--- config.mk ---
export PLATFORM = sky130hd
export DESIGN_NAME = axil_master_flat
export DESIGN_NICKNAME = d
export VERILOG_FILES = /design/src/rtl/axil_master_if.sv /design/src/rtl/axil_master.sv /design/src/flat_wrapper.sv
export SDC_FILE = /design/constraint.sdc
export NUM_CORES = 1
export LEC_CHECK = 0
export BUFFER_PORTS_ARGS = -buffer_cell sky130_fd_sc_hd__buf_2
export CAP_MARGIN = 10
export CORE_MARGIN = 3
export CORE_UTILIZATION = 30
export DETAILED_ROUTE_END_ITERATION = 10
export HOLD_SLACK_MARGIN = 0.03
export SLEW_MARGIN = 30
export SYNTH_ARGS = -nofsm -noshare
export SYNTH_HDL_FRONTEND = slang
export SYNTH_SLANG_ARGS = --single-unit
--- constraint.sdc ---
create_clock -name clk -period 8.1 [get_ports clk]
set_clock_uncertainty 0.15 [all_clocks]
set_input_delay 0 -clock clk [delete_from_list [all_inputs] [get_ports clk]]
set_output_delay 0 -clock clk [all_outputs]
set_load 0.05 [all_outputs]
--- src/rtl/axil_master_if.sv ---
// AXI4-Lite bus bundle between an initiator and a slave.
interface axil_master_if #(
  parameter int unsigned ADDR_WIDTH = 20,
  parameter int unsigned DATA_WIDTH = 32,
  parameter int unsigned STRB_WIDTH = DATA_WIDTH / 8
);
    logic [ADDR_WIDTH-1:0] awaddr;
    logic [2:0]            awprot;
    logic                  awvalid;
    logic                  awready;
    logic [DATA_WIDTH-1:0] wdata;
    logic [STRB_WIDTH-1:0] wstrb;
    logic                  wvalid;
    logic                  wready;
    logic [1:0]            bresp;
    logic                  bvalid;
    logic                  bready;
    logic [ADDR_WIDTH-1:0] araddr;
    logic [2:0]            arprot;
    logic                  arvalid;
    logic                  arready;
    logic [DATA_WIDTH-1:0] rdata;
    logic [1:0]            rresp;
    logic                  rvalid;
    logic                  rready;

    modport master (
        output awaddr, awprot, awvalid, input awready,
        output wdata, wstrb, wvalid, input wready,
        input bresp, bvalid, output bready,
        output araddr, arprot, arvalid, input arready,
        input rdata, rresp, rvalid, output rready
    );

    modport slave (
        input awaddr, awprot, awvalid, output awready,
        input wdata, wstrb, wvalid, output wready,
        output bresp, bvalid, input bready,
        input araddr, arprot, arvalid, output arready,
        output rdata, rresp, rvalid, input rready
    );
endinterface

--- src/rtl/axil_master.sv ---
// AXI4-Lite initiator: one command in, one AXI transaction out, one response back.
// Single transaction outstanding; every output is driven straight from a register.
module axil_master #(
  parameter int unsigned DATA_WIDTH = 32,
  parameter int unsigned ADDR_WIDTH = 20,
  parameter int unsigned STRB_WIDTH = DATA_WIDTH / 8,
  parameter logic [2:0]  AXI_PROT   = 3'b000
) (
    input  logic                  clk,
    input  logic                  rst,
    input  logic                  cmd_valid_i,
    output logic                  cmd_ready_o,
    input  logic                  cmd_we_i,
    input  logic [ADDR_WIDTH-1:0] cmd_addr_i,
    input  logic [DATA_WIDTH-1:0] cmd_wdata_i,
    input  logic [STRB_WIDTH-1:0] cmd_wstrb_i,
    output logic                  rsp_valid_o,
    input  logic                  rsp_ready_i,
    output logic                  rsp_we_o,
    output logic [DATA_WIDTH-1:0] rsp_rdata_o,
    output logic [1:0]            rsp_resp_o,
    axil_master_if.master         m_axil
);

    typedef enum logic [2:0] {IDLE, WR, WR_RESP, RD_ADDR, RD_DATA, RESP} state_t;

    state_t                state_q, state_d;
    logic                  cmd_ready_q, cmd_ready_d;
    logic                  awvalid_q, awvalid_d;
    logic                  wvalid_q, wvalid_d;
    logic                  bready_q, bready_d;
    logic                  arvalid_q, arvalid_d;
    logic                  rready_q, rready_d;
    logic                  rsp_valid_q, rsp_valid_d;
    logic                  rsp_we_q, rsp_we_d;
    logic [1:0]            rsp_resp_q, rsp_resp_d;
    logic [DATA_WIDTH-1:0] rsp_rdata_q, rsp_rdata_d;
    logic [ADDR_WIDTH-1:0] addr_q, addr_d;
    logic [DATA_WIDTH-1:0] wdata_q, wdata_d;
    logic [STRB_WIDTH-1:0] wstrb_q, wstrb_d;

    always_ff @(posedge clk or posedge rst) begin
        if (rst) begin
            state_q     <= IDLE;
            cmd_ready_q <= 1'b0;
            awvalid_q   <= 1'b0;
            wvalid_q    <= 1'b0;
            bready_q    <= 1'b0;
            arvalid_q   <= 1'b0;
            rready_q    <= 1'b0;
            rsp_valid_q <= 1'b0;
            rsp_we_q    <= 1'b0;
            rsp_resp_q  <= '0;
            rsp_rdata_q <= '0;
            addr_q      <= '0;
            wdata_q     <= '0;
            wstrb_q     <= '0;
        end else begin
            state_q     <= state_d;
            cmd_ready_q <= cmd_ready_d;
            awvalid_q   <= awvalid_d;
            wvalid_q    <= wvalid_d;
            bready_q    <= bready_d;
            arvalid_q   <= arvalid_d;
            rready_q    <= rready_d;
            rsp_valid_q <= rsp_valid_d;
            rsp_we_q    <= rsp_we_d;
            rsp_resp_q  <= rsp_resp_d;
            rsp_rdata_q <= rsp_rdata_d;
            addr_q      <= addr_d;
            wdata_q     <= wdata_d;
            wstrb_q     <= wstrb_d;
        end
    end

    always_comb begin
        state_d     = state_q;
        cmd_ready_d = cmd_ready_q;
        awvalid_d   = awvalid_q;
        wvalid_d    = wvalid_q;
        bready_d    = bready_q;
        arvalid_d   = arvalid_q;
        rready_d    = rready_q;
        rsp_valid_d = rsp_valid_q;
        rsp_we_d    = rsp_we_q;
        rsp_resp_d  = rsp_resp_q;
        rsp_rdata_d = rsp_rdata_q;
        addr_d      = addr_q;
        wdata_d     = wdata_q;
        wstrb_d     = wstrb_q;

        case (state_q)
            IDLE: begin
                // cmd_ready rises one edge after reset release, then stays up while idle
                cmd_ready_d = 1'b1;
                if (cmd_valid_i && cmd_ready_q) begin
                    cmd_ready_d = 1'b0;
                    addr_d      = cmd_addr_i;
                    wdata_d     = cmd_wdata_i;
                    wstrb_d     = cmd_wstrb_i;
                    if (cmd_we_i) begin
                        awvalid_d = 1'b1;
                        wvalid_d  = 1'b1;
                        state_d   = WR;
                    end else begin
                        arvalid_d = 1'b1;
                        state_d   = RD_ADDR;
                    end
                end
            end
            WR: begin
                if (awvalid_q && m_axil.awready) awvalid_d = 1'b0;
                if (wvalid_q && m_axil.wready)   wvalid_d  = 1'b0;
                if (!awvalid_d && !wvalid_d) begin
                    bready_d = 1'b1;
                    state_d  = WR_RESP;
                end
            end
            WR_RESP: begin
                if (m_axil.bvalid) begin
                    rsp_resp_d  = m_axil.bresp;
                    rsp_rdata_d = '0;
                    rsp_we_d    = 1'b1;
                    rsp_valid_d = 1'b1;
                    bready_d    = 1'b0;
                    state_d     = RESP;
                end
            end
            RD_ADDR: begin
                if (m_axil.arready) begin
                    arvalid_d = 1'b0;
                    rready_d  = 1'b1;
                    state_d   = RD_DATA;
                end
            end
            RD_DATA: begin
                if (m_axil.rvalid) begin
                    rsp_resp_d  = m_axil.rresp;
                    rsp_rdata_d = m_axil.rdata;
                    rsp_we_d    = 1'b0;
                    rsp_valid_d = 1'b1;
                    rready_d    = 1'b0;
                    state_d     = RESP;
                end
            end
            RESP: begin
                if (rsp_ready_i) begin
                    rsp_valid_d = 1'b0;
                    cmd_ready_d = 1'b1;
                    state_d     = IDLE;
                end
            end
            default: state_d = IDLE;
        endcase
    end

    assign cmd_ready_o    = cmd_ready_q;
    assign rsp_valid_o    = rsp_valid_q;
    assign rsp_we_o       = rsp_we_q;
    assign rsp_rdata_o    = rsp_rdata_q;
    assign rsp_resp_o     = rsp_resp_q;

    assign m_axil.awaddr  = addr_q;
    assign m_axil.awprot  = AXI_PROT;
    assign m_axil.awvalid = awvalid_q;
    assign m_axil.wdata   = wdata_q;
    assign m_axil.wstrb   = wstrb_q;
    assign m_axil.wvalid  = wvalid_q;
    assign m_axil.bready  = bready_q;
    assign m_axil.araddr  = addr_q;
    assign m_axil.arprot  = AXI_PROT;
    assign m_axil.arvalid = arvalid_q;
    assign m_axil.rready  = rready_q;

endmodule
--- src/flat_wrapper.sv ---
// flat-port wrapper written by rule: the top's interface ports become plain ports
module axil_master_flat 
#(
  parameter int unsigned DATA_WIDTH = 32,
  parameter int unsigned ADDR_WIDTH = 20,
  parameter int unsigned STRB_WIDTH = DATA_WIDTH / 8,
  parameter logic [2:0]  AXI_PROT   = 3'b000
)
  (clk, rst, cmd_valid_i, cmd_ready_o, cmd_we_i, cmd_addr_i, cmd_wdata_i, cmd_wstrb_i, rsp_valid_o, rsp_ready_i, rsp_we_o, rsp_rdata_o, rsp_resp_o, m_axil_awaddr, m_axil_awprot, m_axil_awvalid, m_axil_awready, m_axil_wdata, m_axil_wstrb, m_axil_wvalid, m_axil_wready, m_axil_bresp, m_axil_bvalid, m_axil_bready, m_axil_araddr, m_axil_arprot, m_axil_arvalid, m_axil_arready, m_axil_rdata, m_axil_rresp, m_axil_rvalid, m_axil_rready);
  axil_master_if #(.ADDR_WIDTH(ADDR_WIDTH), .DATA_WIDTH(DATA_WIDTH), .STRB_WIDTH(STRB_WIDTH)) m_axil_i ();
  input  logic clk;
  input  logic rst;
  input  logic cmd_valid_i;
  output logic cmd_ready_o;
  input  logic cmd_we_i;
  input  logic [ADDR_WIDTH-1:0] cmd_addr_i;
  input  logic [DATA_WIDTH-1:0] cmd_wdata_i;
  input  logic [STRB_WIDTH-1:0] cmd_wstrb_i;
  output logic rsp_valid_o;
  input  logic rsp_ready_i;
  output logic rsp_we_o;
  output logic [DATA_WIDTH-1:0] rsp_rdata_o;
  output logic [1:0] rsp_resp_o;
  output wire logic [$bits(m_axil_i.awaddr)-1:0] m_axil_awaddr;
  output wire logic [$bits(m_axil_i.awprot)-1:0] m_axil_awprot;
  output wire logic [$bits(m_axil_i.awvalid)-1:0] m_axil_awvalid;
  input wire logic [$bits(m_axil_i.awready)-1:0] m_axil_awready;
  output wire logic [$bits(m_axil_i.wdata)-1:0] m_axil_wdata;
  output wire logic [$bits(m_axil_i.wstrb)-1:0] m_axil_wstrb;
  output wire logic [$bits(m_axil_i.wvalid)-1:0] m_axil_wvalid;
  input wire logic [$bits(m_axil_i.wready)-1:0] m_axil_wready;
  input wire logic [$bits(m_axil_i.bresp)-1:0] m_axil_bresp;
  input wire logic [$bits(m_axil_i.bvalid)-1:0] m_axil_bvalid;
  output wire logic [$bits(m_axil_i.bready)-1:0] m_axil_bready;
  output wire logic [$bits(m_axil_i.araddr)-1:0] m_axil_araddr;
  output wire logic [$bits(m_axil_i.arprot)-1:0] m_axil_arprot;
  output wire logic [$bits(m_axil_i.arvalid)-1:0] m_axil_arvalid;
  input wire logic [$bits(m_axil_i.arready)-1:0] m_axil_arready;
  input wire logic [$bits(m_axil_i.rdata)-1:0] m_axil_rdata;
  input wire logic [$bits(m_axil_i.rresp)-1:0] m_axil_rresp;
  input wire logic [$bits(m_axil_i.rvalid)-1:0] m_axil_rvalid;
  output wire logic [$bits(m_axil_i.rready)-1:0] m_axil_rready;
  assign m_axil_awaddr = m_axil_i.awaddr;
  assign m_axil_awprot = m_axil_i.awprot;
  assign m_axil_awvalid = m_axil_i.awvalid;
  assign m_axil_i.awready = m_axil_awready;
  assign m_axil_wdata = m_axil_i.wdata;
  assign m_axil_wstrb = m_axil_i.wstrb;
  assign m_axil_wvalid = m_axil_i.wvalid;
  assign m_axil_i.wready = m_axil_wready;
  assign m_axil_i.bresp = m_axil_bresp;
  assign m_axil_i.bvalid = m_axil_bvalid;
  assign m_axil_bready = m_axil_i.bready;
  assign m_axil_araddr = m_axil_i.araddr;
  assign m_axil_arprot = m_axil_i.arprot;
  assign m_axil_arvalid = m_axil_i.arvalid;
  assign m_axil_i.arready = m_axil_arready;
  assign m_axil_i.rdata = m_axil_rdata;
  assign m_axil_i.rresp = m_axil_rresp;
  assign m_axil_i.rvalid = m_axil_rvalid;
  assign m_axil_rready = m_axil_i.rready;
  axil_master #(.DATA_WIDTH(DATA_WIDTH), .ADDR_WIDTH(ADDR_WIDTH), .STRB_WIDTH(STRB_WIDTH), .AXI_PROT(AXI_PROT)) u_core (.clk(clk), .rst(rst), .cmd_valid_i(cmd_valid_i), .cmd_ready_o(cmd_ready_o), .cmd_we_i(cmd_we_i), .cmd_addr_i(cmd_addr_i), .cmd_wdata_i(cmd_wdata_i), .cmd_wstrb_i(cmd_wstrb_i), .rsp_valid_o(rsp_valid_o), .rsp_ready_i(rsp_ready_i), .rsp_we_o(rsp_we_o), .rsp_rdata_o(rsp_rdata_o), .rsp_resp_o(rsp_resp_o), .m_axil(m_axil_i));
endmodule
==> metrics.cfg <==
[clock_network]
cts_resized=0
cts_root_buffer=clkbuf_16
cts_tree=done
htree_levels=3
cts_buffer_depth=2
insertion_delay_ps=350
cts_buffers=9
clk_pin_slew_ps=70
cts.sinks=101

[detailed_routing]
vias=3487
route.met3.wl_um=864
wl_mm=11.8
wl_met2_mm=6.23
ant_nets=0
first_iter_violations=158
vias_per_cell=4.46
first_pass_iters=5
wl_per_cell_um=15.1
highest_layer=met4
drc=0
wl_met1_mm=4.53

[placed_design]
portBuffers=219
gp_congestion=0.766
hpwl_mm=7.58

[yosys]
synth-seq-cells=101
synth_enable_flop_cells=0
synthFlopType=dfrtp_1
yosys.area.top_type_share_pct=58.4
syn_area_per_cell_sq_um=14.4
synthArstFlopShare_pct=100
synth_area_leader_cell=dfrtp_1
syn_inst=300
yosysUniqueCellTypes=38
yosysSeqAreaShare_pct=58.4
synth_top_cells_by_area=dfrtp_1 (58%), mux2_4 (10%), mux2_2 (8.1%)
synth_area_sq_um=4330
yosysWarnings=0

[sta]
worst_slew_pin_slew_ps=911
setup_viol=0
relSlewSlack_pct=39.3
holdWs_ps=98.9
rsz0062_at_grt=false
post-route-min-period_ps=2600
max_freq_mhz=384
period_share_pct=32.1
slew_violations=0
final.setup.tns_ps=0
hold_violations=0

[layout]
num-fill-cells=1231
drive_above_1_share_pct=50.0
diodes=0
mostFrequentLayoutCell=buf_2
nets=699
final_cell_mix=buf_2 (219), dlygate4sd3_1 (106), dfrtp_1 (101), a22o_1 (32), mux2_2 (31)
areaGrowthSynthToFinish_pct=55.5

[floorplanning]
core_area_sq_um=14000
die_w_um=126
start_util_pct=30.9
die_area_sq_um=15900
die_h_um=126
row_count=43
num_io_pins=226

[global_routing]
grt_pass1_vias=3666
antenna_found_initial=0
grt_max_degree=58
gr-usage-all-layers_pct=15.0
overflow=0
grt_pass1_wl_mm=19.2

[setup_path]
timing.rr.start=u_core.state_q[0]$_DFFE_PP0P_
worstSetupPathType=register to register
crit_path_end_kind=register
worstPathRequired_ps=8230
worstPathMaxFanout=24
cp-start-kind=register
arrival_ps=2740
startpoint=u_core.state_q[0]$_DFFE_PP0P_

[flow_run]
maxCapViolCount=0

[min_path]
worstHoldPathType=primary input to async pin

[outcome]
status=completed

## cell families after synthesis
family | after synthesis | synth area share (%)
compound gates | 56 | 10.3
simple gates | 32 | 4.42
xor+xnor | 1 | 0.202
mux | 61 | 18.4
other cells | 1 | 0.0866
flops | 101 | 58.4
buf+inv | 48 | 8.27
## worst paths after layout
path	end	slack [ps]	cells past startpoint
min	u_core.m_axil.wdata[28]$_DFFE_PP0P_	100	3
max	u_core.state_q[1]$_DFFE_PP0P_	5500	5
max in group asynchronous	u_core.m_axil.wdata[7]$_DFFE_PP0P_	6530	4
min in group clk	u_core.m_axil.arvalid$_DFFE_PP0P_	220	3
max reg2reg	u_core.state_q[1]$_DFFE_PP0P_	5500	5
min reg2reg	u_core.m_axil.arvalid$_DFFE_PP0P_	350	1
## routing by layer
layer,up-vias,global-route usage [%]
met2,154,26.9
met1,1684,17.1
met3,13,4.92
met4,0,3.91
li1,1636,-
met5,-,0
## registers in the layout, summed over array words and instances, names as in the netlist, 2 cells and up
signal / cells
u_core.m_axil.araddr: 20
u_core.m_axil.wdata: 32
u_core.rsp_resp_o: 2
u_core.state_q: 3
u_core.m_axil.wstrb: 4
u_core.rsp_rdata_o: 32
## final cells by class
class | count | area [sq um] | share of cell area (%)
well taps | 180 | 225 | 3.35
flip-flops and latches | 101 | 2530 | 37.6
multi-input cells | 156 | 1480 | 21.9
clock inverters | 6 | 86.3 | 1.28
repair buffers | 327 | 2180 | 32.3
inverters | 2 | 10.0 | 0.149
clock buffers | 10 | 229 | 3.40
## worst max-delay path, cell delays in order, from the launching register on
cell and delay, ps:
dfrtp_1 850, mux2i_1 250, dlygate4sd3_1 570, nand2_1 50, o41ai_1 60, dlygate4sd3_1 600
## Yosys cell counts, types with 2 or more instances
cell type	instances
nand2_1	9
buf_2	10
nor2b_1	2
a21o_1	2
nor3b_1	2
o2bb2ai_1	2
mux2_2	31
a22o_1	32
a21oi_1	5
o21ai_0	3
buf_4	28
buf_6	8
nor3_2	2
or4b_1	2
dfrtp_1	101
nand3b_1	3
mux2_4	29
a31oi_1	4
inv_1	2
nor2_1	3
nand2b_1	3
## metrics by stage
step                      cell area (sq um)  setup WS, ps  std cells  util [%]
after floorplan                        4350          5300        305         -
after CTS                              6730          5520        782      48.1
after global placement                 5340          5710        659      38.2
after detailed placement               5350          5670        660      38.3
after global routing                   6730          5290        782      48.1
final                                  6730          5500        782      48.1
## what timing repair did
| action | CTS | global route |
|---|---|---|
| endpoints found under the hold margin | 146 | 0 |
| setup buffers | 0 | 0 |
| hold buffers | 106 | 0 |
Power is left out: the tool's default activity adds up to more than one toggle a clock period on the data nets, which glitch-free logic cannot reach.
